==> src/rtl/l15_refill_pkg.sv <==
// Shared types for the L1.5 refill path: collector FSM states and beat-counter sizing.
package l15_refill_pkg;

  typedef enum logic [2:0] {
    IDLE,
    COLLECT,
    DROP,
    DROP_THEN_OUT,
    OUTPUT
  } refill_coll_state_e;

  // A single-beat line would still need a 1-bit counter to stay legal.
  function automatic int unsigned BEAT_CNT_W(input int unsigned line_beats);
    return (line_beats > 1) ? $clog2(line_beats) : 1;
  endfunction

endpackage

==> src/rtl/refill_resp_collector.sv <==
// Assembles multi-beat L2 refill responses into L1.5 lines, checks the first-beat ID
// against the refill tracker, and pops the tracker entry when the line is written.
module refill_resp_collector
  import l15_refill_pkg::*;
#(
  parameter int unsigned ID_WIDTH   = 14,
  parameter int unsigned DATA_WIDTH = 64,
  parameter int unsigned LINE_BEATS = 4
) (
  input  logic                             clk,
  input  logic                             rst_n,
  input  logic                             resp_valid_i,
  output logic                             resp_ready_o,
  input  logic [ID_WIDTH-1:0]              resp_id_i,
  input  logic [DATA_WIDTH-1:0]            resp_data_i,
  input  logic                             resp_last_i,
  input  logic                             resp_err_i,
  output logic                             check_req_o,
  output logic [ID_WIDTH-1:0]              check_id_o,
  input  logic                             check_is_valid_i,
  output logic                             pop_o,
  output logic [ID_WIDTH-1:0]              pop_id_o,
  input  logic                             pop_error_i,
  output logic                             line_valid_o,
  input  logic                             line_ready_i,
  output logic [ID_WIDTH-1:0]              line_id_o,
  output logic [LINE_BEATS*DATA_WIDTH-1:0] line_data_o,
  output logic                             line_err_o,
  output logic                             unknown_id_o,
  output logic                             pop_fail_o
);

  localparam int unsigned     CNT_W     = BEAT_CNT_W(LINE_BEATS);
  localparam logic [CNT_W-1:0] LAST_SLOT = CNT_W'(LINE_BEATS - 1);

  refill_coll_state_e state_q, state_d;

  logic [CNT_W-1:0]                           cnt_q;
  logic [LINE_BEATS-1:0][DATA_WIDTH-1:0]      line_q;
  logic [ID_WIDTH-1:0]                        id_q;
  logic                                       err_q;
  logic                                       unknown_q;
  logic                                       pop_fail_q;
  logic                                       beat_acc;
  logic                                       cnt_at_last;

  // Ready depends only on state, so no path from line_ready_i or the tracker reaches it.
  assign resp_ready_o = (state_q != OUTPUT);
  assign beat_acc     = resp_valid_i & resp_ready_o;
  assign cnt_at_last  = (cnt_q == LAST_SLOT);

  assign check_id_o   = resp_id_i;
  assign line_valid_o = (state_q == OUTPUT);
  assign line_id_o    = id_q;
  assign line_data_o  = line_q;
  assign line_err_o   = err_q;
  assign pop_o        = line_valid_o & line_ready_i;
  assign pop_id_o     = id_q;
  assign unknown_id_o = unknown_q;
  assign pop_fail_o   = pop_fail_q;

  always_ff @(posedge clk or negedge rst_n) begin
    if (!rst_n) begin
      state_q <= IDLE;
    end else begin
      state_q <= state_d;
    end
  end

  always_comb begin
    state_d     = state_q;
    check_req_o = 1'b0;
    case (state_q)
      IDLE: begin
        check_req_o = resp_valid_i;
        if (beat_acc) begin
          if (check_is_valid_i) begin
            state_d = resp_last_i ? OUTPUT : COLLECT;
          end else begin
            state_d = resp_last_i ? IDLE : DROP;
          end
        end
      end
      COLLECT: begin
        if (beat_acc) begin
          if (cnt_at_last) begin
            state_d = resp_last_i ? OUTPUT : DROP_THEN_OUT;
          end else if (resp_last_i) begin
            state_d = OUTPUT;
          end
        end
      end
      DROP: begin
        if (beat_acc && resp_last_i) begin
          state_d = IDLE;
        end
      end
      DROP_THEN_OUT: begin
        if (beat_acc && resp_last_i) begin
          state_d = OUTPUT;
        end
      end
      OUTPUT: begin
        if (line_ready_i) begin
          state_d = IDLE;
        end
      end
      default: state_d = IDLE;
    endcase
  end

  // Line buffer, ID and error accumulation. The buffer is cleared on handoff so short
  // bursts leave zeros in the slots they never reached.
  always_ff @(posedge clk or negedge rst_n) begin
    if (!rst_n) begin
      cnt_q  <= '0;
      line_q <= '0;
      id_q   <= '0;
      err_q  <= 1'b0;
    end else begin
      case (state_q)
        IDLE: begin
          if (beat_acc && check_is_valid_i) begin
            line_q[0] <= resp_data_i;
            id_q      <= resp_id_i;
            err_q     <= resp_err_i | resp_last_i;
            cnt_q     <= resp_last_i ? '0 : CNT_W'(1);
          end
        end
        COLLECT: begin
          if (beat_acc) begin
            line_q[cnt_q] <= resp_data_i;
            err_q <= err_q | resp_err_i
                   | (resp_last_i & ~cnt_at_last)
                   | (~resp_last_i & cnt_at_last);
            cnt_q <= resp_last_i ? '0 : cnt_q + CNT_W'(1);
            if (resp_last_i) begin
              for (int k = 0; k < int'(LINE_BEATS); k++) begin
                if (k > int'(cnt_q)) begin
                  line_q[k] <= '0;
                end
              end
            end
          end
        end
        OUTPUT: begin
          if (line_ready_i) begin
            line_q <= '0;
            id_q   <= '0;
            err_q  <= 1'b0;
            cnt_q  <= '0;
          end
        end
        default: ;
      endcase
    end
  end

  always_ff @(posedge clk or negedge rst_n) begin
    if (!rst_n) begin
      unknown_q  <= 1'b0;
      pop_fail_q <= 1'b0;
    end else begin
      unknown_q  <= (state_q == IDLE) & beat_acc & ~check_is_valid_i;
      pop_fail_q <= pop_o & pop_error_i;
    end
  end

endmodule

==> config.mk <==
export PLATFORM = sky130hd
export DESIGN_NAME = refill_resp_collector
export DESIGN_NICKNAME = d
export VERILOG_FILES = /design/src/rtl/l15_refill_pkg.sv /design/src/rtl/refill_resp_collector.sv
export SDC_FILE = /design/constraint.sdc
export NUM_CORES = 1
export LEC_CHECK = 0
export ABC_AREA = 1
export BUFFER_PORTS_ARGS = -buffer_cell sky130_fd_sc_hd__buf_2
export CORE_ASPECT_RATIO = 1.75
export CORE_MARGIN = 2
export CORE_UTILIZATION = 32
export CTS_CLUSTER_DIAMETER = 60
export DETAILED_ROUTE_END_ITERATION = 10
export PLACE_DENSITY = 0.64
export SLEW_MARGIN = 5
export SYNTH_ARGS = -nofsm -noshare
export SYNTH_HDL_FRONTEND = slang
export SYNTH_SLANG_ARGS = --single-unit
==> constraint.sdc <==
create_clock -name clk -period 4 [get_ports clk]
set_clock_uncertainty 0.2 [all_clocks]
set_input_delay 0.8 -clock clk [delete_from_list [all_inputs] [get_ports clk]]
set_output_delay 0.8 -clock clk [all_outputs]
set_load 0.02 [all_outputs]
==> results of run 1 <==
power by group:
group          switching (W)  internal [W]
logic                0.00614       0.00240
registers           0.000668       0.00364
clock network        0.00122       0.00157
total                0.00802       0.00760
layout make-up:
cell class	count	area, sq um
repair buffers	423	2362
fillers	5633	31670
flip-flops and latches	278	6957
multi-input cells	2092	8427
well taps	672	840.8
diodes	1	2.502
clock inverters	7	60.06
clock buffers	44	882.1
inverters	34	137.6
how the worst max path moves through the flow:
stage,endpoint,cells after the start,startpoint
4_1_cts,pop_o,6,state_q[0]
5_1_grt,pop_o,6,state_q[0]
3_5_place_dp,pop_o,6,state_q[0]
6_report,pop_o,6,state_q[0]
3_3_place_gp,pop_o,6,state_q[0]
2_1_floorplan,check_req_o,3,resp_valid_i
flip-flops by register name, summed over array words and instances (netlist names):
| register | count |
|---|---|
| line_data_o | 256 |
| line_id_o | 14 |
| state_q | 3 |
| cnt_q | 2 |
| line_err_o | 1 |
| pop_fail_o | 1 |
| unknown_id_o | 1 |
layer usage:
layer / GRT usage, % / vias to the layer above / wire [um] / part of all wire [%]
met1: 27.36 / 7973 / 25070 / 41
met4: 9.898 / 2 / 2676 / 4.3
met3: 2.944 / 119 / 3181 / 5.1
li1: - / 8457 / - / -
met5: 0 / - / 11 / 0.018
met2: 38.99 / 596 / 30880 / 50
cells by family (layout without fill, tap and decap cells):
| logic type | count (synthesis) | after routing | synth area share, % |
|---|---|---|---|
| DFF | 278 | 278 | 42.02 |
| adders and majority gates | 4 | 4 | 0.3023 |
| AOI/OAI and AO/OA | 211 | 211 | 6.394 |
| buffers and inverters | 250 | 508 | 7.663 |
| and+or+nand+nor | 1877 | 1877 | 43.62 |
| other | 0 | 1 | 0 |
cells in the mapped netlist (all sizes together):
| cell | instances |
|---|---|
| nand2 | 1253 |
| nor2 | 528 |
| dfrtp | 278 |
| buf | 143 |
| o21ai | 143 |
| nand3 | 89 |
| clkbuf | 73 |
| a21oi | 67 |
| inv | 34 |
| ha | 4 |
| nand4 | 4 |
| nand3b | 1 |
| nor3 | 1 |
| o21bai | 1 |
| or2 | 1 |
critical path, stage by stage, from the launching register on:
cell	delay [ps]
dfrtp_1	520
nor2_4	260
nand2_4	310
inv_6	170
nand2_1	380
inv_1	140
buf_2	170
metrics by stage:
| stage | hold slack, ps | cells | setup slack [ps] |
|---|---|---|---|
| final | 225.4 | 3551 | 465.9 |
| after global routing | 233.3 | 3551 | 270.7 |
| after CTS | 185.8 | 3550 | 414.2 |
| after detailed placement | 275.9 | 3498 | 1055 |
| after global placement | 274.4 | 3498 | 1069 |
| after floorplan | 292.3 | 2620 | 1598 |
repair_timing:
action                    4_1_cts  5_1_grt
hold buffers                    1        0
gates resized for setup         0        0
hold endpoints to repair       18        0
==> metrics, run 1 <==
CTS Buf Count 29; r2r worst-path depth 8; worst r2r src state_q[0]; endpoints failing hold 0; Crit. End Element primary output; WL/cell 17.41 um; First-pass DRT Iterations 5; aggregate global-route resource usage 22.38%; area leader, netlist dfrtp_1; synth top area cells dfrtp_1 42%, nand2_1 28%, nor2_1 12%; CTS Sinks 278; Post-Syn Instances 2,620; synth-to-layout area growth 18.80%; Distinct cells, synth 24; fin crit share 88.35%; RSZ-0062 raised after global routing false; crit-path max FO 33; Post-Syn Area per Cell 6.319 sq um; Worst Hold Launch pop_error_i; vias per cell 4.829; CTS tree yes; post-layout min period 3534 ps; global-route wire length before repair 95.25 mm; Core Region 51,340 sq um; Critical Path AT 2530 ps; dpl hpwl 37.96 mm; Die W 175.9 um; setup TNS 0 ps; actual slew at the worst max-slew pin 1058 ps; CTS H-Tree Depth 1; Post-Syn Area 16,560 sq um; Final Cell Area 19,670 sq um; antenna-violating nets left 0; status finished clean; LEAKAGE 11.31 nW; sequential share of the synthesized area 42.02%; FF-to-FF End line_data_o[87]; crit path launch type flop; PD cells 794.3 nW/um^2; Max-Cap Viols 0; Final Max Slew Viols 0; Rows 110; Power Total 0.01562 W; largest net degree at the start of global routing 193; maximum VDD drop 646.9 uV; Setup violations, final 0; commonest non-fill, non-tap cell in the layout nand2_1; Root Buffer Master clkbuf_16; R2R setup slack 1230 ps; worst min path class input pin to flop; worst hold path stage count 3; Synth Warn # 0; placed cell areas 18,710 sq um; Routed WL 61.81 mm; Yosys top cell area share 42.02%; fmax 283.0 MHz; clock tree buffer depth 3; GRT Residual Overflow 0; vias in the first global route 16,029; fin nets 2,948; drt drc 0; Die Height 304.9 um; Slew Limit Headroom 29.46%; critical path class flop to primary output; antenna violations before repair 2; postcts setup bufs 0; most frequent cells in the layout 1,246 x nand2_1, 523 x nor2_1, 389 x buf_2, 278 x dfrtp_1, 143 x o21ai_0; Placer Congestion 0.8388; Initial Utilization 32.25%; IO Count 391; clock slew at reported path FFs 60 ps; worst-skew pair later-pin latency 570 ps; Starting DRT DRC Count 1,153; worst hold endpoint pop_fail_o; Finished Core Util 38.31%; die area 53,640 sq um; layout cells sized above 1 17.20%; Worst EP required 3000 ps; syn_nets 2,710; via count 17,147; FF+latch count, synth 278; Port Buffers 390
Note: power is estimated with default switching activity, not from simulation.
==> inputs of run 2 (changes only) <==
--- a/config.mk
+++ b/config.mk
@@ -5,14 +5,13 @@
 export SDC_FILE = /design/constraint.sdc
 export NUM_CORES = 1
 export LEC_CHECK = 0
-export ABC_AREA = 1
 export BUFFER_PORTS_ARGS = -buffer_cell sky130_fd_sc_hd__buf_2
 export CORE_ASPECT_RATIO = 1.75
 export CORE_MARGIN = 2
 export CORE_UTILIZATION = 32
 export CTS_CLUSTER_DIAMETER = 60
 export DETAILED_ROUTE_END_ITERATION = 10
-export PLACE_DENSITY = 0.64
+export PLACE_DENSITY = 0.68
 export SLEW_MARGIN = 5
 export SYNTH_ARGS = -nofsm -noshare
 export SYNTH_HDL_FRONTEND = slang
==> metrics, run 2 <==
Die W 143.4 um; PD cells 792.3 nW/um^2; placed cell areas 13,120 sq um; crit path launch type flop; largest net degree at the start of global routing 72; IO Count 391; Post-Syn Area per Cell 13.03 sq um; endpoints failing hold 0; fin crit share 86.41%; Synth Warn # 0; DR top layer met4; synth-to-layout area growth 29.19%; clock tree buffer depth 3; Core Region 33,630 sq um; worst r2r src state_q[1]; dpl hpwl 22.88 mm; status finished clean; setup TNS 0 ps; CTS tree yes; Slew Limit Headroom 16.72%; Post-synth top cells 278 x dfrtp_1, 207 x a22o_1, 71 x inv_1, 68 x nand2_1, 67 x mux2i_1; Distinct cells, synth 41; R2R setup slack 760 ps; Post-Synth XOR/XNOR Area 0.08048%; Placer Congestion 0.8163; Starting DRT DRC Count 391; actual slew at the worst max-slew pin 1249 ps; drt drc 0; fin nets 1,274; top_reg_cell synth dfrtp_1; multiplexer share of the synthesized area 6.162%; global-route wire length before repair 49.05 mm; Post-Synth Simple-Gate Area 3.966%; LEAKAGE 7.815 nW; Critical Path Max Stage Delay 650 ps; sequential share of the synthesized area 63.92%; First-pass DRT Iterations 5; postcts setup bufs 0; CTS Sinks 278; Max-Cap Viols 0; Root Buffer Master clkbuf_16; main combinational cell family by area after synthesis compound AO/OA/AOI/OAI gates; Final Hold Slack 7.443 ps; Post-Syn Instances 835; CTS Buf Count 26; Setup violations, final 0; via count 8,261; Post-Syn Area 10,880 sq um; CP Buf/Inv Count 2; Synth Area in Adders 0.4599%; vias in the first global route 8,284; M1 WL 12.69 mm; metal3 WL 1.615 mm; Final Max Slew Viols 0; EDFF count, synth 0; top-count cell post-synth dfrtp_1; metal2 WL 16.97 mm; aggregate global-route resource usage 17.68%; maximum VDD drop 408.0 uV; syn_nets 925; Crit. End Element primary output; Initial Utilization 32.36%; most frequent cells in the layout 389 x buf_2, 278 x dfrtp_1, 207 x a22o_1, 71 x inv_1, 68 x nand2_1; post-CTS sizing 0; CTS H-Tree Depth 1; commonest non-fill, non-tap cell in the layout buf_2; GRT Residual Overflow 0; Cell Count, Final, Fillers Out 1,660; Critical Path AT 2460 ps; RSZ-0062 raised after global routing false; Worst EP required 3000 ps; placed cell count 1,611; crit-path cells nor2_2 -> and2_1 -> inv_2 -> buf_2; Synth Area in Compound Gates 18.34%; fmax 289.3 MHz; WL/cell 19.75 um; CP max stage cell dfrtp_1; hold-fix buffers at CTS 0; crit-path max FO 30; area leader, netlist dfrtp_1; worst-skew pair later-pin latency 540 ps; FF-to-FF End line_data_o[254]; worst min path class input pin to async pin; antenna-violating nets left 0; max reg flops 256; critical path class flop to primary output; vias per cell 4.977; Port Buffers 390; post-layout min period 3456 ps; Yosys top cell area share 63.92%; FF+latch count, synth 278; antenna violations before repair 1; Routed WL 32.79 mm; delay-heaviest family, CP buffers and inverters; share of flip-flops with an asynchronous set or reset 100.0%; Final Cell Area 14,060 sq um; Rows 89; die area 35,560 sq um; r2r worst-path depth 5; Die Height 248.0 um; clock slew at reported path FFs 70 ps; synth top area cells dfrtp_1 64%, a22o_1 17%, mux2i_1 6.2%; layout cells sized above 1 38.79%
run 2: final cells by class:
class                      count  area [sq um]
clock buffer                  31         720.7
fill                        3222         19570
antenna                        1         2.502
clock inverter                17         215.2
tap                          455         569.3
multi-input combinational    398          3191
sequential                   278          6957
timing repair buffer         408          2135
inverter                      72         270.3
run 2: kinds of logic after synthesis:
kind of cell / Yosys count
DFF: 278
buffers and inverters: 159
muxes: 67
and+or+nand+nor: 96
adders and majority gates: 4
AOI/OAI and AO/OA: 230
xor gates and xnor gates: 1
run 2: where the power goes:
| group | leakage (nW) | switching [W] | internal (W) |
|---|---|---|---|
| Combinational | 3.67 | 0.00276 | 0.00151 |
| Clock | 0.459 | 0.00113 | 0.00156 |
| Sequential | 3.68 | 0.000523 | 0.00365 |
| Total | 7.81 | 0.00442 | 0.00672 |
run 2: worst max path at each step:
stage,startpoint,end,slack (ps),cells after the start
3_5_place_dp,resp_last_i,line_data_o[254],860,4
3_3_place_gp,resp_last_i,line_data_o[192],890,4
4_1_cts,state_q[1],resp_ready_o,490,4
6_report,state_q[1],resp_ready_o,540,4
5_1_grt,state_q[1],resp_ready_o,390,4
2_1_floorplan,resp_valid_i,check_req_o,1610,2
run 2: through the flow:
step                power (W)  setup slack, ps  utilization, %
floorplan            0.006947             1609               -
global placement     0.008426            886.7           39.02
detailed placement   0.008520            858.2           39.02
CTS                   0.01127            492.2           41.80
global route          0.01173            393.3           41.81
finish                0.01114            543.8           41.81
run 2: layer usage:
| metal | GRT usage, % | up-vias |
|---|---|---|
| li1 | - | 3639 |
| met4 | 8.679 | 0 |
| met3 | 2.315 | 90 |
| met1 | 21.52 | 4190 |
| met2 | 30.64 | 342 |
| met5 | 0 | - |
==> inputs of run 3 (changes only) <==
==> constraint.sdc (replaced) <==
create_clock -name clk -period 3.85 [get_ports clk]
set_clock_uncertainty 0.2 [all_clocks]
set_input_delay 0.77 -clock clk [delete_from_list [all_inputs] [get_ports clk]]
set_output_delay 0.77 -clock clk [all_outputs]
set_load 0.02 [all_outputs]
==> metrics, run 3 (same netlist as run 2, synthesis figures left out) <==
status finished clean; setup TNS 0 ps; worst r2r src state_q[1]; vias in the first global route 8,270; WL/cell 19.73 um; Starting DRT DRC Count 443; CTS tree yes; vias per cell 4.952; critical path class flop to primary output; LEAKAGE 7.820 nW; postcts setup bufs 0; CTS Buf Count 27; RSZ-0062 raised after global routing false; maximum VDD drop 363.9 uV; Placer Congestion 0.8346; hold-fix buffers at CTS 0; Critical Path AT 2390 ps; Port Buffers 390; die area 35,560 sq um; endpoints failing hold 0; FF-to-FF End line_data_o[105]; Layout fillers 3,215; global-route wire length before repair 48.76 mm; Slew Limit Headroom 48.69%; clock tree buffer depth 3; DR top layer met4; dpl hpwl 23.09 mm; crit-path max FO 30; area of the multi-input gates 3191 sq um; most frequent cells in the layout 389 x buf_2, 278 x dfrtp_1, 207 x a22o_1, 71 x inv_1, 68 x nand2_1; Setup violations, final 0; Rows 89; Final Cell Area 14,080 sq um; commonest non-fill, non-tap cell in the layout buf_2; post-layout min period 3357 ps; via count 8,225; R2R setup slack 1010 ps; clock slew at reported path FFs 70 ps; crit path launch type flop; PD cells 826.8 nW/um^2; antenna-violating nets left 0; antenna violations before repair 1; Routed WL 32.78 mm; Worst EP required 2880 ps; First-pass DRT Iterations 4; CTS H-Tree Depth 1; Die W 143.4 um; synth-to-layout area growth 29.42%; post-CTS sizing 0; worst-skew pair later-pin latency 540 ps; layout cells sized above 1 38.34%; fin crit share 87.19%; placed cell areas 13,130 sq um; fmax 297.9 MHz; r2r worst-path depth 6; worst min path class input pin to async pin; metal3 WL 1.725 mm; Initial Utilization 32.36%; Reg area 6957 sq um; GRT Residual Overflow 0; drt drc 0; aggregate global-route resource usage 17.56%; CTS Sinks 278; Max-Cap Viols 0; Root Buffer Master clkbuf_16; actual slew at the worst max-slew pin 766.7 ps; Die Height 248.0 um; fin nets 1,276; Crit. End Element primary output; largest net degree at the start of global routing 92; max reg flops 256; Final Max Slew Viols 0; M1 WL 12.45 mm; Core Region 33,630 sq um; IO Count 391; metal2 WL 17.36 mm
==> run 3: cell types whose count changed in the layout (fill, tap and decap cells not counted) <==
cell	change
clkbuf_1	+6
inv_6	-1
buf_4	+1
clkinv_8	+1
clkbuf_8	+1
clkinvlp_4	-1
bufinv_16	+1
clkinv_4	-2
inv_8	-1
clkinv_2	-4
==> run 3: final cells by class <==
| cell class | instances | area share, % |
|---|---|---|
| Timing Repair Buffer | 409 | 15.21 |
| Clock inverter | 10 | 1.395 |
| Sequential cell | 278 | 49.39 |
| Clock buffer | 38 | 5.374 |
| Tap cell | 455 | 4.042 |
| Inverter | 72 | 1.919 |
| Multi-Input combinational cell | 398 | 22.65 |
| Antenna cell | 1 | 0.01777 |
==> run 3: where the power goes <==
part	internal (W)	switching [W]	leakage, nW
clock	0.00171	0.00116	0.460
sequential	0.00379	0.000563	3.68
combinational	0.00157	0.00285	3.68
==> run 3: worst max-delay path by stage <==
| stage | start | endpoint | slack (ps) |
|---|---|---|---|
| 2_1_floorplan | resp_valid_i | check_req_o | 1520 |
| 3_3_place_gp | resp_last_i | line_data_o[187] | 1000 |
| 3_5_place_dp | resp_last_i | line_data_o[161] | 980 |
| 4_1_cts | state_q[1] | resp_ready_o | 460 |
| 5_1_grt | state_q[1] | resp_ready_o | 320 |
| 6_report | state_q[1] | resp_ready_o | 490 |
==> run 3: per-stage QoR <==
step                total power [W]  setup WS [ps]  std cells  util [%]  hold slack, ps
finish                      0.01165          493.2       1661     41.88           66.36
detailed placement         0.008851          979.0       1612     39.04           276.7
floorplan                  0.007218           1519        835         -           274.4
CTS                         0.01177          464.4       1660     41.87           74.83
global route                0.01225          321.8       1661     41.88           113.1
global placement           0.008753           1005       1612     39.04           278.0
==> run 3: critical path, cell delays in order (launching register included) <==
cell,delay [ps]
dfrtp_1,640
nor2_2,90
and2_1,310
inv_2,500
buf_2,310
==> run 3: layer usage <==
| layer | up-vias | global-route usage [%] |
|---|---|---|
| met5 | - | 0 |
| met4 | 0 | 7.641 |
| li1 | 3648 | - |
| met1 | 4197 | 21.32 |
| met2 | 306 | 30.67 |
| met3 | 74 | 2.701 |
